## src/rtl/bp_dram_link_interleaver.sv

```systemverilog
// bp_dram_link_interleaver: steers UCE memory commands to one of several DRAM
// links by cache-block-interleave address bits, and returns the link responses
// to the core in strict command-issue order using an order FIFO of link IDs.
//
// Handshakes: the command port is ready/valid (a command is accepted on a cycle
// with cmd_v_i & cmd_ready_o, and cmd_ready_o never depends on cmd_v_i or on a
// same-cycle pop). Each link command port is the same ready/valid form. Each
// response port is valid/yumi: yumi is only raised when valid is already high,
// and the consumer takes the beat on that cycle.
module bp_dram_link_interleaver #(
   parameter int num_links_p       = 2,
   parameter int msg_width_p       = 128,
   parameter int addr_lsb_p        = 8,
   parameter int paddr_width_p     = 40,
   parameter int block_offset_p    = 6,
   parameter int max_outstanding_p = 8
) (
   input  logic                               clk_i,
   input  logic                               reset_i,
   input  logic [msg_width_p-1:0]             cmd_i,
   input  logic                               cmd_v_i,
   output logic                               cmd_ready_o,
   output logic [msg_width_p-1:0]             resp_o,
   output logic                               resp_v_o,
   input  logic                               resp_yumi_i,
   output logic [num_links_p*msg_width_p-1:0] link_cmd_o,
   output logic [num_links_p-1:0]             link_cmd_v_o,
   input  logic [num_links_p-1:0]             link_cmd_ready_i,
   input  logic [num_links_p*msg_width_p-1:0] link_resp_i,
   input  logic [num_links_p-1:0]             link_resp_v_i,
   output logic [num_links_p-1:0]             link_resp_yumi_o,
   output logic                               error_o
);

   localparam int sel_w_lp = (num_links_p > 1) ? $clog2(num_links_p) : 1;
   localparam int ptr_w_lp = (max_outstanding_p > 1) ? $clog2(max_outstanding_p) : 1;
   localparam int cnt_w_lp = $clog2(max_outstanding_p) + 1;

   logic [sel_w_lp-1:0]    w_sel;
   logic [sel_w_lp-1:0]    w_head;
   logic                   w_full;
   logic                   w_empty;
   logic                   w_push;
   logic                   w_pop;
   logic                   w_stray;
   logic [num_links_p-1:0] w_inc;
   logic [num_links_p-1:0] w_cnt_zero;
   logic [msg_width_p-1:0] w_link_resp [num_links_p];

   logic [ptr_w_lp-1:0]    r_wptr;
   logic [ptr_w_lp-1:0]    r_rptr;
   logic [cnt_w_lp-1:0]    r_count;
   logic [sel_w_lp-1:0]    r_order [max_outstanding_p];
   logic [cnt_w_lp-1:0]    r_cnt [num_links_p];
   logic                   r_error;

   // Link select comes straight from the block-interleave bits of the paddr field.
   generate
      if (num_links_p > 1) begin : g_sel
         assign w_sel = cmd_i[addr_lsb_p + block_offset_p +: sel_w_lp];
      end else begin : g_sel_one
         assign w_sel = '0;
      end
   endgenerate

   // Pointers wrap at the FIFO depth.
   function automatic logic [ptr_w_lp-1:0] f_ptr_inc(input logic [ptr_w_lp-1:0] p);
      if (p == ptr_w_lp'(max_outstanding_p - 1)) begin
         return '0;
      end
      return p + ptr_w_lp'(1);
   endfunction

   assign w_full  = (r_count == cnt_w_lp'(max_outstanding_p));
   assign w_empty = (r_count == '0);
   assign w_head  = r_order[r_rptr];

   // Full blocks acceptance even if the head is being popped this cycle.
   assign cmd_ready_o = link_cmd_ready_i[w_sel] & ~w_full;
   assign w_push      = cmd_v_i & cmd_ready_o;

   // Only the link at the head of the order FIFO may hand a response back.
   assign resp_v_o = ~w_empty & link_resp_v_i[w_head];
   assign resp_o   = w_link_resp[w_head];
   assign w_pop    = resp_yumi_i & resp_v_o;

   // Per-link fan-out of commands and fan-in of responses.
   generate
      for (genvar j = 0; j < num_links_p; j++) begin : g_link
         assign link_cmd_o[j*msg_width_p +: msg_width_p] = cmd_i;
         assign link_cmd_v_o[j]     = cmd_v_i & (w_sel == sel_w_lp'(j)) & ~w_full;
         assign w_inc[j]            = link_cmd_v_o[j] & cmd_ready_o;
         assign link_resp_yumi_o[j] = w_pop & (w_head == sel_w_lp'(j));
         assign w_link_resp[j]      = link_resp_i[j*msg_width_p +: msg_width_p];
         assign w_cnt_zero[j]       = (r_cnt[j] == '0);
      end
   endgenerate

   // A response from a link with nothing outstanding is a protocol violation.
   assign w_stray = |(link_resp_v_i & w_cnt_zero);

   // Order FIFO storage; contents need no reset because occupancy guards reads.
   always_ff @(posedge clk_i) begin
      if (w_push) begin
         r_order[r_wptr] <= w_sel;
      end
   end

   // Order FIFO pointers and occupancy; push and pop together leave occupancy unchanged.
   always_ff @(posedge clk_i or posedge reset_i) begin
      if (reset_i) begin
         r_wptr  <= '0;
         r_rptr  <= '0;
         r_count <= '0;
      end else begin
         if (w_push) begin
            r_wptr <= f_ptr_inc(r_wptr);
         end
         if (w_pop) begin
            r_rptr <= f_ptr_inc(r_rptr);
         end
         if (w_push & ~w_pop) begin
            r_count <= r_count + cnt_w_lp'(1);
         end else if (w_pop & ~w_push) begin
            r_count <= r_count - cnt_w_lp'(1);
         end
      end
   end

   // Per-link outstanding counters; bounded by FIFO occupancy so they cannot wrap.
   always_ff @(posedge clk_i or posedge reset_i) begin
      if (reset_i) begin
         for (int j = 0; j < num_links_p; j++) begin
            r_cnt[j] <= '0;
         end
      end else begin
         for (int j = 0; j < num_links_p; j++) begin
            if (w_inc[j] & ~link_resp_yumi_o[j]) begin
               r_cnt[j] <= r_cnt[j] + cnt_w_lp'(1);
            end else if (link_resp_yumi_o[j] & ~w_inc[j]) begin
               r_cnt[j] <= r_cnt[j] - cnt_w_lp'(1);
            end
         end
      end
   end

   // Sticky error flag: stray responses or a consume with nothing valid.
   always_ff @(posedge clk_i or posedge reset_i) begin
      if (reset_i) begin
         r_error <= 1'b0;
      end else begin
         r_error <= r_error | w_stray | (resp_yumi_i & ~resp_v_o);
      end
   end

   assign error_o = r_error;

endmodule

```

## config.mk

```make
export PLATFORM = sky130hd
export DESIGN_NAME = bp_dram_link_interleaver
export DESIGN_NICKNAME = d
export VERILOG_FILES = /design/src/rtl/bp_dram_link_interleaver.sv
export SDC_FILE = /design/constraint.sdc
export NUM_CORES = 1
export LEC_CHECK = 0
export CORE_AREA = 2 2 303 305
export CTS_BUF_LIST = sky130_fd_sc_hd__clkbuf_16
export CTS_CLUSTER_SIZE = 14
export DETAILED_ROUTE_END_ITERATION = 10
export DIE_AREA = 0 0 305 307
export HOLD_SLACK_MARGIN = 0.05
export PLACE_DENSITY_LB_ADDON = 0.25
export SYNTH_ARGS = -nofsm -noshare
export SYNTH_HDL_FRONTEND = slang
export SYNTH_SLANG_ARGS = --single-unit
```

## constraint.sdc

```tcl
create_clock -name clk_i -period 3.7 [get_ports clk_i]
set_input_delay 0.37 -clock clk_i [delete_from_list [all_inputs] [get_ports clk_i]]
set_output_delay 0.37 -clock clk_i [all_outputs]
set_load 0.02 [all_outputs]
```

==> flow_metrics.tcl <==
set metrics [dict create \
    fin_skew_ns 0.00279 \
    vias_per_cell 2.34 \
    htreeDepth 1 \
    io_buffer_count 401 \
    grt_max_degree 49 \
    cts_hold_buf 0 \
    cts.sinks 27 \
    drcViolationCount 0 \
    cp_common_cell "buf_12" \
    cts_buffer_depth 2 \
    criticalPathCategory "reg -> out" \
    min_from "r_cnt[7]" \
    post-cts-setup-buffer-count 0 \
    rsz0062_at_grt "no" \
    wire_per_inst_um 22.4 \
    powerDensity_nw_per_um2 747 \
    hold_path_class "reg -> reg" \
    dieWidth_um 305 \
    synthCells 533 \
    synthTopCellsByArea "buf_4 40%, mux2_2 30%, dfrtp_1 9.5%" \
    grt_overflow 0 \
    cp-end-kind "primary output" \
    initial_utilization_pct 5.50 \
    r2r_cells 13 \
    syn2layout_area_growth_pct 75.5 \
    cts_tree "yes" \
    cts_made_buffers 3 \
    cp.arrival_ns 3.09 \
    cpLargestDelayFamily "multiplexers" \
    clock_latency_ns 0.26 \
    vias 4365 \
    synth_fp_nets 941 \
    p_leak_uw 0.00296 \
    synth_area_um2 4990 \
    grt_pass1_wl_um 51700 \
    hold-path-endpoint "r_cnt[7]" \
    hold_slack_ns 0.464 \
    ios 783 \
    cts_resized 0 \
    rrSetupSlack_ns 0.51 \
    ir_drop_mv 0.309 \
    firstDrtPassIters 4 \
    crit_slowest_cell "clkdlybuf4s50_1" \
    reg2reg_to "r_cnt[3]" \
    crit_required_ns 3.33 \
    final_cell_mix "349 x clkdlybuf4s50_1, 134 x mux2_2, 41 x buf_4" \
    final_area_um2 8760 \
    yosys_register_bits 27 \
    crit_chain "mux4_2 -> mux2i_4 -> buf_12 -> buf_12 -> mux2_2 -> clkdlybuf4s50_1" \
    core_um2 90700 \
    grtUsageTotal_pct 8.41 \
    fillCellCount 10500 \
    clockRootBuffer "clkbuf_16" \
    hold_viol 0 \
    period_share_pct 93.6 \
    slowest_delay_ns 0.60 \
    path_buf_inv 3 \
    die_area_um2 93600 \
    routed_wl_um 41800 \
    grt_pass1_vias 4889 \
    max_slew_margin_pct 46.9 \
    worstHoldPathCells 1 \
    final_common_cell "clkdlybuf4s50_1" \
    ys_seq_area_share_pct 14.3 \
    status "complete, no violations" \
    r2r_start "r_count[0]" \
    rows 111 \
    syn_area_per_cell_um2 9.36 \
    setup_ws_ns 0.237 \
    dpl.hpwl_um 38100 \
    postPlaceCellArea_um2 8670 \
    antenna_left 0 \
    worstPathMaxFanout 48 \
    gp_congestion 0.748 \
    drv_cap 0 \
    fmax_mhz 289 \
    finalNetCount 1086 \
    cp-start-kind "flip-flop" \
    die_h_um 307 \
    drt_iter0_markers 146 \
    drive_above_1_share_pct 30.3 \
    worst_slew_pin_slew_ns 0.796 \
    period_minus_slack_ns 3.46 \
    yosys.area.top_type "buf_4" \
    dp_slack_ns 0.451 \
    clkTransAtPathRegs_ns 0.07 \
    setup_viol 0 \
    yosys_warnings 0 \
    slew_violations 0 \
    setup-tns-final_ns 0 \
    netlist.area_leader.share_pct 40.0 \
    antenna_found_initial 3 \
    ys_types 28 \
]
==> cells in the mapped netlist (all sizes together) <==
library cell,count
mux2i,3
fa,3
o21ai,7
dfrtp,19
a21oi,4
buf,271
nand2,13
inv,8
mux2,134
or3,1
ha,13
nor2b,1
xor2,3
nor3,4
nor4,3
xnor2,9
mux4,2
a21o,3
nand3,1
nor2,14
nand2b,5
edfxtp,8
and3,2
or2,1
or4b,1
==> worst register-to-register path: stages (launching register included) <==
cell	delay (ns)
dfrtp_1	0.46
or4b_2	0.75
nand2_1	0.14
or2_2	0.17
inv_1	0.09
and3_1	0.20
ha_1	0.21
inv_1	0.11
ha_1	0.24
a21o_1	0.18
a21oi_1	0.19
xnor2_1	0.14
nor2_1	0.07
xor2_1	0.14
==> layout make-up <==
| cell class | instances | area (µm²) | share of cell area, % |
|---|---|---|---|
| Clock buffer | 3 | 75.1 | 0.857 |
| Inverter | 8 | 30.0 | 0.343 |
| Antenna cell | 3 | 7.51 | 0.0857 |
| Multi-Input combinational cell | 227 | 2220 | 25.4 |
| Clock inverter | 1 | 3.75 | 0.0428 |
| Timing Repair Buffer | 411 | 4220 | 48.2 |
| Sequential cell | 27 | 716 | 8.17 |
| Tap cell | 1186 | 1480 | 16.9 |
==> flip-flops by register name, summed over array words and instances, names as in the netlist <==
| signal | count |
|---|---|
| r_cnt | 8 |
| r_rptr | 3 |
| r_wptr | 3 |
| error_o | 1 |
| r_order | 8 |
| r_count | 4 |
==> metrics by stage <==
step / total power (µW) / util [%] / std cells
2_1_floorplan: 3640 / - / 533
3_3_place_gp: 6550 / 9.57 / 1859
3_5_place_dp: 6570 / 9.57 / 1859
4_1_cts: 6860 / 9.65 / 1863
5_1_grt: 7080 / 9.66 / 1865
6_report: 6550 / 9.66 / 1866
==> routing by layer <==
metal / track usage [%] / wire (µm) / vias up
li1: - / - / 1816
met1: 10.5 / 18000 / 1974
met2: 10.4 / 14700 / 552
met3: 7.92 / 8650 / 21
met4: 0.760 / 359 / 2
met5: 0.879 / 110 / -
==> worst max path at each step <==
stage	from	endpoint	slack [ns]	depth (start not counted)
floorplan	r_rptr[0]	r_cnt[3]	0.68	14
global placement	r_rptr[0]	resp_o[101]	0.50	6
detailed placement	r_rptr[0]	resp_o[84]	0.45	6
CTS	r_rptr[0]	resp_o[84]	0.16	6
global route	r_rptr[0]	resp_o[84]	0.11	6
finish	r_rptr[0]	resp_o[84]	0.24	6
==> power by group <==
part | switching (µW) | internal [µW]
sequential | 135 | 418
clock | 98.2 | 145
combinational | 3100 | 2650
==> cell families (layout without fill, tap and decap cells) <==
family	after synthesis	after routing	share of synthesized area, %
compound gates	14	14	1.63
flops	27	27	14.3
buf+inv	279	423	41.1
mux	139	139	32.0
xor+xnor	12	12	2.11
fa+ha+maj	16	16	4.46
simple gates	46	46	4.36
other cells	0	3	0
No activity file was read; power rests on OpenSTA's default activity.
